## src/rtl/irq_ctrl_pkg.sv

```systemverilog
// Shared definitions for the external-interrupt controller: config register
// addresses and controller state names.
package irq_ctrl_pkg;

    localparam logic [1:0] IRQ_CFG_MASK = 2'd0;
    localparam logic [1:0] IRQ_CFG_MODE = 2'd1;
    localparam logic [1:0] IRQ_CFG_PEND = 2'd2;
    localparam logic [1:0] IRQ_CFG_STAT = 2'd3;

    typedef enum logic [1:0] {
        IRQ_IDLE    = 2'd0,
        IRQ_REQ     = 2'd1,
        IRQ_SERVICE = 2'd2
    } irq_state_e;

endpackage

```

## src/rtl/irq_ctrl_if.sv

```systemverilog
// CPU-side bundle of the interrupt controller: EXE-stage config port plus the
// CP0 request / take / ERET handshake.
interface irq_ctrl_if #(
    parameter int ID_W = 4
);
    logic            cfg_we;
    logic [1:0]      cfg_addr;
    logic [31:0]     cfg_wdata;
    logic [31:0]     cfg_rdata;
    logic            ir_out;
    logic            ir_ack;
    logic            eoi;
    logic [ID_W-1:0] irq_id;
    logic            busy;

    modport master (
        output cfg_we, cfg_addr, cfg_wdata, ir_ack, eoi,
        input  cfg_rdata, ir_out, irq_id, busy
    );

    modport slave (
        input  cfg_we, cfg_addr, cfg_wdata, ir_ack, eoi,
        output cfg_rdata, ir_out, irq_id, busy
    );
endinterface

```

## src/rtl/irq_ctrl_prio_enc.sv

```systemverilog
// Combinational priority encoder: the lowest-index asserted request wins.
module irq_prio_enc #(
    parameter int NUM_SRC = 8,
    parameter int ID_W    = 4
) (
    input  logic [NUM_SRC-1:0] req,
    output logic [ID_W-1:0]    id,
    output logic               valid
);

    always_comb begin
        id    = '0;
        valid = 1'b0;
        for (int unsigned i = 0; i < NUM_SRC; i++) begin
            if (req[i] && !valid) begin
                id    = ID_W'(i);
                valid = 1'b1;
            end
        end
    end

endmodule

```

## src/rtl/irq_ctrl.sv

```systemverilog
// External-interrupt controller: synchronises, masks and prioritises NUM_SRC
// lines and drives one held request into CP0, tracking take and ERET.
module irq_ctrl
    import irq_ctrl_pkg::*;
#(
    parameter int NUM_SRC = 8,
    parameter int ID_W    = 4
) (
    input  logic               clk,
    input  logic               rst_n,
    input  logic [NUM_SRC-1:0] irq_src,
    irq_ctrl_if.slave          bus
);

    logic [NUM_SRC-1:0] sync1, sync2, prev;
    logic [NUM_SRC-1:0] mask, mode, pend_edge;
    logic [NUM_SRC-1:0] pending, pm, edge_set, clr, id_onehot;
    logic [ID_W-1:0]    win_id, id_q, id_nxt;
    logic               win_valid, ack_clr;
    logic               wr_mask, wr_mode, wr_pend;
    irq_state_e         state, state_nxt;
    logic               unused_wdata;

    assign unused_wdata = ^bus.cfg_wdata[31:NUM_SRC];

    assign wr_mask = bus.cfg_we && (bus.cfg_addr == IRQ_CFG_MASK);
    assign wr_mode = bus.cfg_we && (bus.cfg_addr == IRQ_CFG_MODE);
    assign wr_pend = bus.cfg_we && (bus.cfg_addr == IRQ_CFG_PEND);

    // Level lines bypass the latch entirely; only edge-mode bits are stored.
    assign pending  = (mode & pend_edge) | (~mode & sync2);
    assign pm       = pending & mask;
    assign edge_set = sync2 & ~prev & mode;

    always_comb begin
        for (int unsigned i = 0; i < NUM_SRC; i++) begin
            id_onehot[i] = (id_q == ID_W'(i));
        end
    end

    assign clr = (ack_clr ? id_onehot : '0)
               | (wr_pend ? bus.cfg_wdata[NUM_SRC-1:0] : '0);

    irq_prio_enc #(
        .NUM_SRC (NUM_SRC),
        .ID_W    (ID_W)
    ) u_prio (
        .req   (pm),
        .id    (win_id),
        .valid (win_valid)
    );

    always_ff @(posedge clk or negedge rst_n) begin
        if (!rst_n) begin
            sync1     <= '0;
            sync2     <= '0;
            prev      <= '0;
            mask      <= '0;
            mode      <= '0;
            pend_edge <= '0;
        end else begin
            sync1     <= irq_src;
            sync2     <= sync1;
            prev      <= sync2;
            // set after clear so a coincident edge survives an ack or W1C
            pend_edge <= ((pend_edge & ~clr) | edge_set) & mode;
            if (wr_mask) mask <= bus.cfg_wdata[NUM_SRC-1:0];
            if (wr_mode) mode <= bus.cfg_wdata[NUM_SRC-1:0];
        end
    end

    always_ff @(posedge clk or negedge rst_n) begin
        if (!rst_n) begin
            state <= IRQ_IDLE;
            id_q  <= '0;
        end else begin
            state <= state_nxt;
            id_q  <= id_nxt;
        end
    end

    always_comb begin
        state_nxt = state;
        id_nxt    = id_q;
        ack_clr   = 1'b0;
        case (state)
            IRQ_IDLE: begin
                if (win_valid) begin
                    state_nxt = IRQ_REQ;
                    id_nxt    = win_id;
                end
            end
            IRQ_REQ: begin
                // a take from CP0 outranks a same-cycle withdrawal of the source
                if (bus.ir_ack) begin
                    state_nxt = IRQ_SERVICE;
                    ack_clr   = 1'b1;
                end else if ((pm & id_onehot) == '0) begin
                    state_nxt = IRQ_IDLE;
                end
            end
            IRQ_SERVICE: begin
                if (bus.eoi) state_nxt = IRQ_IDLE;
            end
            default: state_nxt = IRQ_IDLE;
        endcase
    end

    assign bus.ir_out = (state == IRQ_REQ);
    assign bus.busy   = (state != IRQ_IDLE);
    assign bus.irq_id = id_q;

    always_comb begin
        bus.cfg_rdata = '0;
        case (bus.cfg_addr)
            IRQ_CFG_MASK: bus.cfg_rdata[NUM_SRC-1:0] = mask;
            IRQ_CFG_MODE: bus.cfg_rdata[NUM_SRC-1:0] = mode;
            IRQ_CFG_PEND: bus.cfg_rdata[NUM_SRC-1:0] = pending;
            IRQ_CFG_STAT: bus.cfg_rdata[ID_W:0]      = {bus.busy, id_q};
            default:      bus.cfg_rdata = '0;
        endcase
    end

endmodule

```

## src/flat_wrapper.sv

```systemverilog
// flat-port wrapper written by rule: the top's interface ports become plain ports
module irq_ctrl_flat import irq_ctrl_pkg::*;
#(
    parameter int NUM_SRC = 8,
    parameter int ID_W    = 4
)
  (clk, rst_n, irq_src, bus_cfg_we, bus_cfg_addr, bus_cfg_wdata, bus_ir_ack, bus_eoi, bus_cfg_rdata, bus_ir_out, bus_irq_id, bus_busy);
  irq_ctrl_if #(.ID_W(ID_W)) bus_i ();
  input  logic clk;
  input  logic rst_n;
  input  logic [NUM_SRC-1:0] irq_src;
  input wire logic [$bits(bus_i.cfg_we)-1:0] bus_cfg_we;
  input wire logic [$bits(bus_i.cfg_addr)-1:0] bus_cfg_addr;
  input wire logic [$bits(bus_i.cfg_wdata)-1:0] bus_cfg_wdata;
  input wire logic [$bits(bus_i.ir_ack)-1:0] bus_ir_ack;
  input wire logic [$bits(bus_i.eoi)-1:0] bus_eoi;
  output wire logic [$bits(bus_i.cfg_rdata)-1:0] bus_cfg_rdata;
  output wire logic [$bits(bus_i.ir_out)-1:0] bus_ir_out;
  output wire logic [$bits(bus_i.irq_id)-1:0] bus_irq_id;
  output wire logic [$bits(bus_i.busy)-1:0] bus_busy;
  assign bus_i.cfg_we = bus_cfg_we;
  assign bus_i.cfg_addr = bus_cfg_addr;
  assign bus_i.cfg_wdata = bus_cfg_wdata;
  assign bus_i.ir_ack = bus_ir_ack;
  assign bus_i.eoi = bus_eoi;
  assign bus_cfg_rdata = bus_i.cfg_rdata;
  assign bus_ir_out = bus_i.ir_out;
  assign bus_irq_id = bus_i.irq_id;
  assign bus_busy = bus_i.busy;
  irq_ctrl #(.NUM_SRC(NUM_SRC), .ID_W(ID_W)) u_core (.clk(clk), .rst_n(rst_n), .irq_src(irq_src), .bus(bus_i));
endmodule
```

## config.mk

```make
export PLATFORM = sky130hd
export DESIGN_NAME = irq_ctrl_flat
export DESIGN_NICKNAME = d
export VERILOG_FILES = /design/src/rtl/irq_ctrl_pkg.sv /design/src/rtl/irq_ctrl_if.sv /design/src/rtl/irq_ctrl_prio_enc.sv /design/src/rtl/irq_ctrl.sv /design/src/flat_wrapper.sv
export SDC_FILE = /design/constraint.sdc
export NUM_CORES = 1
export LEC_CHECK = 0
export ABC_AREA = 0
export ABC_CLOCK_PERIOD_IN_PS = 2300
export BUFFER_PORTS_ARGS = -buffer_cell sky130_fd_sc_hd__buf_4
export CAP_MARGIN = 30
export CORE_MARGIN = 3
export CORE_UTILIZATION = 50
export DETAILED_ROUTE_END_ITERATION = 6
export PLACE_DENSITY = 0.79
export SYNTH_ARGS = -nofsm -noshare
export SYNTH_HDL_FRONTEND = slang
export SYNTH_SLANG_ARGS = --single-unit
```

## constraint.sdc

```tcl
create_clock -name clk -period 2.3 [get_ports clk]
set_clock_uncertainty 0.1 [all_clocks]
set_input_delay 0.575 -clock clk [delete_from_list [all_inputs] [get_ports clk]]
set_output_delay 0.575 -clock clk [all_outputs]
set_load 0.02 [all_outputs]
```

==> flow_summary.toml, run 1 <==
[outcome]
status = "finished with violations"
violations = "negative setup slack"

[clock_network]
cts_made_buffers = 5
clock-root-buffer = "clkbuf_8"
htree_num_levels = 2
cts.sinks = 53
hold_buffers = 0
cts.path.max_buffers = 2
clock_latency_ps = 310
cts_tree = "yes"
clk_pin_slew_worst_paths_ps = 100

[setup_path]
r2r_end = "u_core.bus.irq_id[0]$_DFFE_PN0P_"
worst_setup_path_start_kind = "register"
path_max_fanout = 2
crit_path_end_kind = "output pin"
reg2reg_depth = 7
reg2reg_slack_ps = 470
critical_path_arrival_ps = 1660
crit_type = "register to output pin"
timing.rr.start = "u_core.mode[1]$_DFFE_PN0P_"
required_ps = 1620

[routing]
avgRoutedWirePerCell_um = 15.8
drt_iter0_markers = 102
detail-route-antenna-nets = 0
drtPass1Iterations = 4
routed_via_density = 5.26
drc = 0
routed_wl_mm = 5.26
num_vias = 1758

[global_routing]
grt_usage_pct = 19.1
antenna_found_initial = 0
grt_max_degree = 54
grt_pass1_wl_mm = 8.89
grt_overflow = 0
grt_pass1_vias = 1744

[place]
io_buffer_count = 35
dp.cells = 313
dp_hpwl_mm = 3.55
place.gp.congestion = 0.913

[finish]
antenna_cells = 0
syn_to_final_growth_pct = 19.3
stdcell_count = 334
drive_gt1_share_pct = 37.1
utilization_pct = 62.6
fill_cells = 410
nNetsFinal = 313

[logic_synthesis]
ys_async_sr_fraction_pct = 100
synth_ff_type = "dfrtp_1"
synth_warnings = 0
synth_top_area_share_pct = 52.4
syn_inst = 212
synth.area.top_cells = "dfrtp_1 (52%), mux2_2 (9.4%), buf_4 (7.4%)"
synth.largest_area_cell = "dfrtp_1"
synth_cell_types = 42
seq_area_frac_synth_pct = 52.4
synth_edf_count = 0
synth.avg_cell_area_um2 = 11.9
ys_seq_elements = 53
synth_area_um2 = 2530

[power_and_ir_drop]
power.density_nw_per_um2 = 934
p_sw_uw = 1020
seq_power_share_pct = 42.8
total_power_uw = 2820
p_int_uw = 1790
clockPowerShare_pct = 18.9
combPwrFrac_pct = 38.2
p_leak_uw = 0.00141
ir_drop_v = 0.000576
swShare_pct = 36.4

[sta]
fin_crit_ps = 2340
setup_viol = 4
max_freq_ghz = 0.428
hold-worst-slack_ps = 189
fin_setup_tns_ps = -49.4
max_slew_margin_pct = 55.8
maxSlewViolCount = 0
worstMarginPinSlew_ps = 662
rsz0062_at_grt = "true"
setup_ws_ps = -35.1
period_share_pct = 102
hold_viol = 0

[die]
die_h_um = 77.1
fp.dieArea_um2 = 5950
num_io_pins = 85
start_util_pct = 52.5
coreArea_um2 = 4820
die_w_um = 77.1
rows = 25

[job]
max_cap_viol_count = 0

[worst_hold_path]
hp-class = "input port to async pin"
==> area by class of cell <==
cell class	instances	area, um^2	share of cell area [%]
Tap cell	67	83.8	2.78
Inverter	3	11.3	0.373
Clock inverter	3	21.3	0.705
Timing Repair Buffer	54	420	13.9
Clock buffer	5	68.8	2.28
Multi-Input combinational cell	149	1080	35.9
Sequential cell	53	1330	44.0
==> flip-flops by register name (all words and copies together) (netlist names) <==
| register | cells |
|---|---|
| u_core.sync1 | 8 |
| u_core.mask | 8 |
| u_core.prev | 8 |
| u_core.mode | 8 |
| u_core.pend_edge | 8 |
| u_core.bus.irq_id | 3 |
| u_core.sync2 | 8 |
| u_core.state | 2 |
==> cell usage in the layout (no fill, tap or decap), types with 3 or more instances in the layout <==
| cell type | netlist | final |
|---|---|---|
| buf_6 | 0 | 4 |
| inv_1 | 3 | 3 |
| mux4_2 | 3 | 4 |
| mux2i_1 | 5 | 5 |
| dfrtp_1 | 53 | 52 |
| nand2b_1 | 3 | 3 |
| conb_1 | 1 | 25 |
| mux2_4 | 1 | 5 |
| mux2_2 | 21 | 17 |
| o2111ai_1 | 5 | 5 |
| nand2_1 | 25 | 25 |
| o211ai_1 | 4 | 4 |
| clkbuf_8 | 0 | 5 |
| buf_4 | 25 | 50 |
| o21ai_0 | 11 | 11 |
| nand3_1 | 8 | 8 |
| nor2b_1 | 4 | 4 |
==> cells in the mapped netlist, types with 2 or more instances <==
master / n
buf_4: 25
o2111ai_1: 5
nand3b_1: 2
o211ai_1: 4
dfrtp_1: 53
nand2b_1: 3
nor2b_1: 4
a22oi_1: 2
nand3_1: 8
nor3_1: 2
nand2_1: 25
mux2i_1: 5
nand2_2: 2
inv_1: 3
o21ai_0: 11
o22ai_1: 2
and3b_1: 2
a21boi_0: 2
nor2_1: 3
mux4_2: 3
clkbuf_1: 5
mux2_2: 21
==> worst max-delay path by stage <==
stage	slack (ps)	startpoint	to	cells after the start
2_1_floorplan	160	u_core.state[0]$_DFFE_PN0P_	bus_cfg_rdata[4]	3
3_3_place_gp	100	bus_cfg_addr[1]	bus_cfg_rdata[4]	3
3_5_place_dp	130	bus_cfg_addr[1]	bus_cfg_rdata[4]	3
4_1_cts	-10	u_core.mode[4]$_DFFE_PN0P_	bus_cfg_rdata[4]	3
5_1_grt	-70	u_core.mode[2]$_DFFE_PN0P_	bus_cfg_rdata[2]	3
6_report	-40	u_core.mode[2]$_DFFE_PN0P_	bus_cfg_rdata[2]	3
==> repair_timing <==
| item | in CTS | in global routing |
|---|---|---|
| resized for setup | 8 | 3 |
| pin swaps | 0 | 0 |
| buffers inserted | 8 | 5 |
| setup endpoints to repair | 4 | 6 |
==> kinds of logic after synthesis <==
group                  after synthesis  share of synthesized area, %
AOI/OAI and AO/OA                   35                          10.5
and+or+nand+nor                     58                          12.5
buffers and inverters               34                          8.81
other                                1                         0.148
DFF                                 53                          52.4
muxes                               31                          15.6
==> critical path, stage by stage, from the launching register on <==
cell     delay, ps
dfrtp_1        410
mux2_4         310
mux4_2         470
buf_6          150
==> metrics by stage <==
stage | setup slack [ps] | instance area (um^2)
floorplan | 155 | 2620
global placement | 102 | 2800
detailed placement | 132 | 2800
CTS | -10.1 | 2970
global route | -73.2 | 3020
finish | -35.1 | 3020
==> power groups by stage <==
stage	clock, uW	sequential, uW	combinational (uW)
3_3_place_gp	0	1220	948
5_1_grt	575	1230	1160
2_1_floorplan	0	1210	645
3_5_place_dp	0	1230	957
4_1_cts	539	1200	1040
6_report	534	1210	1080
==> layer usage <==
metal | GRT usage (%) | wire [um] | share of wire (%) | vias up
li1 | - | - | - | 812
met1 | 25.1 | 2280 | 43 | 871
met2 | 30.7 | 2520 | 48 | 65
met3 | 4.81 | 365 | 6.9 | 10
met4 | 7.12 | 97 | 1.8 | 0
met5 | 0 | 0 | 0 | -
(Power assumes the default switching activity.)
==> inputs of run 2 (changes only) <==
--- a/config.mk
+++ b/config.mk
@@ -5,7 +5,7 @@
 export SDC_FILE = /design/constraint.sdc
 export NUM_CORES = 1
 export LEC_CHECK = 0
-export ABC_AREA = 0
+export ABC_AREA = 1
 export ABC_CLOCK_PERIOD_IN_PS = 2300
 export BUFFER_PORTS_ARGS = -buffer_cell sky130_fd_sc_hd__buf_4
 export CAP_MARGIN = 30
==> flow_summary.toml, run 2 <==
[logic_synthesis]
synth-simple-area-share_pct = 24.4
synth_top_area_share_pct = 51.1
yosys.area_share.adder_pct = 0
synth.area.top_cells = "dfrtp_1 (51%), nand2_1 (12%), buf_4 (7.2%)"
synth.avg_cell_area_um2 = 8.83
synth_cell_types = 26
synth_ff_type = "dfrtp_1"
synth_area_um2 = 2590
ys_seq_elements = 53
synth_top_family_by_area = "simple AND/OR/NAND/NOR gates"
synth.largest_area_cell = "dfrtp_1"
synth_mux_area_share_pct = 0
synth-compound-area-share_pct = 11.9
syn_inst = 294
seq_area_frac_synth_pct = 51.1
synth-xor-area-share_pct = 0
synth_common_cells = "nand2_1 (82), dfrtp_1 (53), buf_4 (25), inv_1 (25), nor2_1 (22)"
synth_edf_count = 0
synth_warnings = 0
ys_async_sr_fraction_pct = 100
synth_most_common_cell = "nand2_1"

[die]
die_h_um = 78.0
start_util_pct = 53.2
coreArea_um2 = 4880
rows = 25
num_io_pins = 85
die_w_um = 78.0
fp.dieArea_um2 = 6090

[sta]
setup_viol = 0
hold_viol = 0
period_share_pct = 93.4
setup_ws_ps = 152
max_slew_margin_pct = 56.8
maxSlewViolCount = 0
hold-worst-slack_ps = 183
fin_setup_tns_ps = 0
max_freq_ghz = 0.465
fin_crit_ps = 2150
rsz0062_at_grt = "false"
worstMarginPinSlew_ps = 648

[clock_network]
cts_setup_buffers = 0
clk_pin_slew_worst_paths_ps = 100
clock-root-buffer = "clkbuf_8"
cts.path.max_buffers = 2
htree_num_levels = 2
cts_tree = "yes"
hold_buffers = 0
clock_latency_ps = 310
cts_resized = 0
cts.sinks = 53
cts_made_buffers = 5

[power_and_ir_drop]
ir_drop_v = 0.000513
power.density_nw_per_um2 = 892
p_leak_uw = 0.00153

[setup_path]
path_max_fanout = 4
cp_slowest_stage_delay_ps = 180
timing.rr.start = "u_core.mode[0]$_DFFE_PN0P_"
cp_common_cell = "buf_4"
path_buf_inv = 4
worstPathCellList = "buf_4, inv_1, nor2_4, buf_4, a22oi_1, o21ai_0, buf_4"
worst_path_dominant_cell_family = "buffers and inverters"
crit_path_end_kind = "output pin"
crit_type = "input port to output pin"
worst_setup_path_start_kind = "input port"
crit_path_top_delay_cell = "buf_4"
reg2reg_slack_ps = 810
reg2reg_depth = 10
required_ps = 1620
r2r_end = "u_core.bus.irq_id[1]$_DFFE_PN0P_"
critical_path_arrival_ps = 1470

[place]
dp_hpwl_mm = 3.69
place.gp.congestion = 0.892
dp.cells = 394
pre_cts_ws_ps = 146
io_buffer_count = 35

[finish]
nNetsFinal = 381
final_cell_mix = "nand2_1 (82), dfrtp_1 (53), buf_4 (36)"
fill_cells = 456
stdcell_count = 402
drive_gt1_share_pct = 23.9
antenna_cells = 0
ff_latch_area_um2 = 1330
utilization_pct = 60.5
syn_to_final_growth_pct = 13.8
multi_input_area_um2 = 1030
layout_commonest_cell = "nand2_1"

[routing]
detail-route-antenna-nets = 0
routed_wl_mm = 5.11
avgRoutedWirePerCell_um = 12.7
drc = 0
num_vias = 1937
drt_iter0_markers = 110
routed_via_density = 4.82
drtPass1Iterations = 4

[global_routing]
top_usage_layer = "met2"
grt_pass1_wl_mm = 9.03
antenna_found_initial = 0
grt_usage_pct = 19.1
grt_overflow = 0
use_met3_pct = 4.36
grt_pass1_vias = 1983
use_met1_pct = 25.0
use_met2_pct = 30.4
grt_max_degree = 54

[outcome]
status = "completed"

[worst_hold_path]
hp-class = "input port to async pin"

[job]
max_cap_viol_count = 0
## run 2: cell count changes after synthesis, moves of 19 or more
cell,before,now
mux2_2,21,0
nand2_1,25,82
nor2_1,3,22
inv_1,3,25
## run 2: logic make-up (layout without fill, tap and decap cells)
kind of cell / after synthesis / after routing
AOI/OAI and AO/OA: 44 / 44
buffers and inverters: 59 / 76
DFF: 53 / 53
other: 1 / 25
and+or+nand+nor: 137 / 137
## run 2: worst register-to-register path, stage by stage, from the launching register on
cell	delay, ps
dfrtp_1	460
nand2_1	130
nand2_2	90
nand2_4	90
nand2_4	60
nor2_4	140
nand3_2	100
nand2_4	100
inv_2	30
nand2_1	50
nand2_1	40
## run 2: how the worst max path moves through the flow
stage                                          start                to  cells past startpoint
after floorplan                      bus_cfg_addr[0]  bus_cfg_rdata[3]                      3
after global placement               bus_cfg_addr[0]  bus_cfg_rdata[3]                      7
after detailed placement             bus_cfg_addr[0]  bus_cfg_rdata[3]                      7
after CTS                            bus_cfg_addr[0]  bus_cfg_rdata[3]                      7
after global routing      u_core.mode[3]$_DFFE_PN0P_  bus_cfg_rdata[3]                      5
final                                bus_cfg_addr[0]  bus_cfg_rdata[3]                      7
## run 2: through the flow
stage | total power (uW) | cell area [um^2]
global placement | 1960 | 2840
floorplan | 1740 | 2690
global route | 2810 | 2950
finish | 2630 | 2950
detailed placement | 1980 | 2840
CTS | 2650 | 2950
## run 2: cell type report
cell class,instances,share of cell area [%]
Clock buffer,5,2.33
Clock inverter,3,1.69
Inverter,32,4.07
Multi-Input combinational cell,206,35.0
Sequential cell,53,44.9
Tap cell,67,2.84
Timing Repair Buffer,36,9.15
## run 2: layer usage
metal	up-vias	share of wire, %
li1	979	-
met1	894	44
met2	55	48
met3	9	5.3
met4	0	2.5
met5	-	0
## run 2: power by group
group	internal (uW)	switching, uW	total (uW)	leakage, uW
Combinational	282	512	795	0.000817
Sequential	1050	126	1180	0.000649
Clock	334	328	662	0.0000603
Total	1670	967	2630	0.00153
==> inputs of run 3 (changes only) <==
--- a/config.mk
+++ b/config.mk
@@ -13,6 +13,7 @@
 export CORE_UTILIZATION = 50
 export DETAILED_ROUTE_END_ITERATION = 6
 export PLACE_DENSITY = 0.79
+export RECOVER_POWER = 25
 export SYNTH_ARGS = -nofsm -noshare
 export SYNTH_HDL_FRONTEND = slang
 export SYNTH_SLANG_ARGS = --single-unit
==> flow_summary.toml, run 3 (synthesis results as in run 2) <==
[setup_path]
worstPathCellList = "buf_4, inv_1, nor2_4, buf_4, a22oi_1, o21ai_0, buf_4"
cp_common_cell = "buf_4"
cp.depth = 7
path_max_fanout = 4
cp_slowest_stage_delay_ps = 180
worst_setup_path_start_kind = "input port"
crit_path_end_kind = "output pin"
timing.rr.start = "u_core.mode[0]$_DFFE_PN0P_"
crit_type = "input port to output pin"
critPathLaunch = "bus_cfg_addr[0]"
endpoint = "bus_cfg_rdata[3]"
crit_path_top_delay_cell = "buf_4"
worst_path_dominant_cell_family = "buffers and inverters"
r2r_end = "u_core.bus.irq_id[1]$_DFFE_PN0P_"
reg2reg_slack_ps = 810
reg2reg_depth = 10
required_ps = 1620
critical_path_arrival_ps = 1470
path_buf_inv = 4

[finish]
final_area_um2 = 2950
drive_gt1_share_pct = 23.9
antenna_cells = 0
syn_to_final_growth_pct = 13.7
final_cell_mix = "nand2_1 (82), dfrtp_1 (53), buf_4 (27)"
nNetsFinal = 381
layout_commonest_cell = "nand2_1"

[clock_network]
cts_resized = 0
cts_tree = "yes"
clock-root-buffer = "clkbuf_8"
htree_num_levels = 2
cts.sinks = 53
clock_latency_ps = 310
clk_pin_slew_worst_paths_ps = 100
cts_made_buffers = 5
hold_buffers = 0
cts_setup_buffers = 0
cts.path.max_buffers = 2

[global_routing]
grt_overflow = 0
grt_max_degree = 54
grt_pass1_wl_mm = 9.03
grt_usage_pct = 19.1
grt_pass1_vias = 1983
antenna_found_initial = 0

[worst_hold_path]
hp-class = "register to register"

[die]
die_h_um = 78.0
start_util_pct = 53.2
die_w_um = 78.0
rows = 25
coreArea_um2 = 4880
fp.dieArea_um2 = 6090
num_io_pins = 85

[sta]
fin_setup_tns_ps = 0
worstMarginPinSlew_ps = 1280
rsz0062_at_grt = "false"
maxSlewViolCount = 0
max_slew_margin_pct = 14.6
max_freq_ghz = 0.465
setup_viol = 0
hold_viol = 0
period_share_pct = 93.4
fin_crit_ps = 2150

[routing]
drt_iter0_markers = 111
num_vias = 1939
avgRoutedWirePerCell_um = 12.7
drc = 0
routed_wl_mm = 5.11
routed_via_density = 4.82
detail-route-antenna-nets = 0
drtPass1Iterations = 4

[place]
place.gp.congestion = 0.892
dpl-instance-area_um2 = 2840
io_buffer_count = 35
dp_hpwl_mm = 3.69

[power_and_ir_drop]
power.density_nw_per_um2 = 892
ir_drop_v = 0.000513
p_leak_uw = 0.00152

[outcome]
status = "completed"

[job]
max_cap_viol_count = 0
-- run 3: worst reg2reg max path: cells and delay by family, from the launching register on --
| family | cells | cell delay, ps |
|---|---|---|
| AND/OR/NAND/NOR | 9 | 800 |
| flip-flops | 1 | 460 |
| buffers and inverters | 1 | 30 |
-- run 3: how the worst min path moves through the flow --
stage                               from                                to  slack, ps  cells after the start
2_1_floorplan                      rst_n  u_core.bus.irq_id[0]$_DFFE_PN0P_        180                      0
3_3_place_gp   u_core.sync1[1]$_DFF_PN0_         u_core.sync2[1]$_DFF_PN0_        230                      0
3_5_place_dp   u_core.sync1[0]$_DFF_PN0_         u_core.sync2[0]$_DFF_PN0_        240                      0
4_1_cts                            rst_n         u_core.sync2[4]$_DFF_PN0_        200                      1
5_1_grt                       irq_src[5]         u_core.sync1[5]$_DFF_PN0_        260                      1
6_report       u_core.sync1[0]$_DFF_PN0_         u_core.sync2[0]$_DFF_PN0_        260                      0
-- run 3: stage by stage --
step	utilization, %	power [uW]	hold slack, ps	instances	setup WS, ps
final	60.5	2630	256	402	152
after global routing	60.5	2810	261	402	56.9
after CTS	60.5	2650	204	402	145
after detailed placement	58.1	1980	236	394	146
after global placement	58.1	1960	233	394	191
after floorplan	-	1740	179	318	362
-- run 3: layout make-up --
type | count | area [um^2]
fillers | 457 | 1930
clock inverters | 3 | 50.0
inverters | 32 | 120
repair buffers | 36 | 268
clock buffers | 5 | 68.8
well taps | 67 | 83.8
flip-flops and latches | 53 | 1330
multi-input cells | 206 | 1030
-- run 3: layer usage --
metal / wire length [um] / global-route usage [%]
met2: 2460 / 30.4
met4: 127 / 8.57
met1: 2250 / 25.0
met5: 0 / 0
met3: 267 / 4.36
-- run 3: report_power, final --
part / leakage (uW) / switching [uW] / internal (uW)
Clock: 0.0000603 / 328 / 334
Sequential: 0.000649 / 126 / 1050
Combinational: 0.000814 / 512 / 281
Total: 0.00152 / 966 / 1670
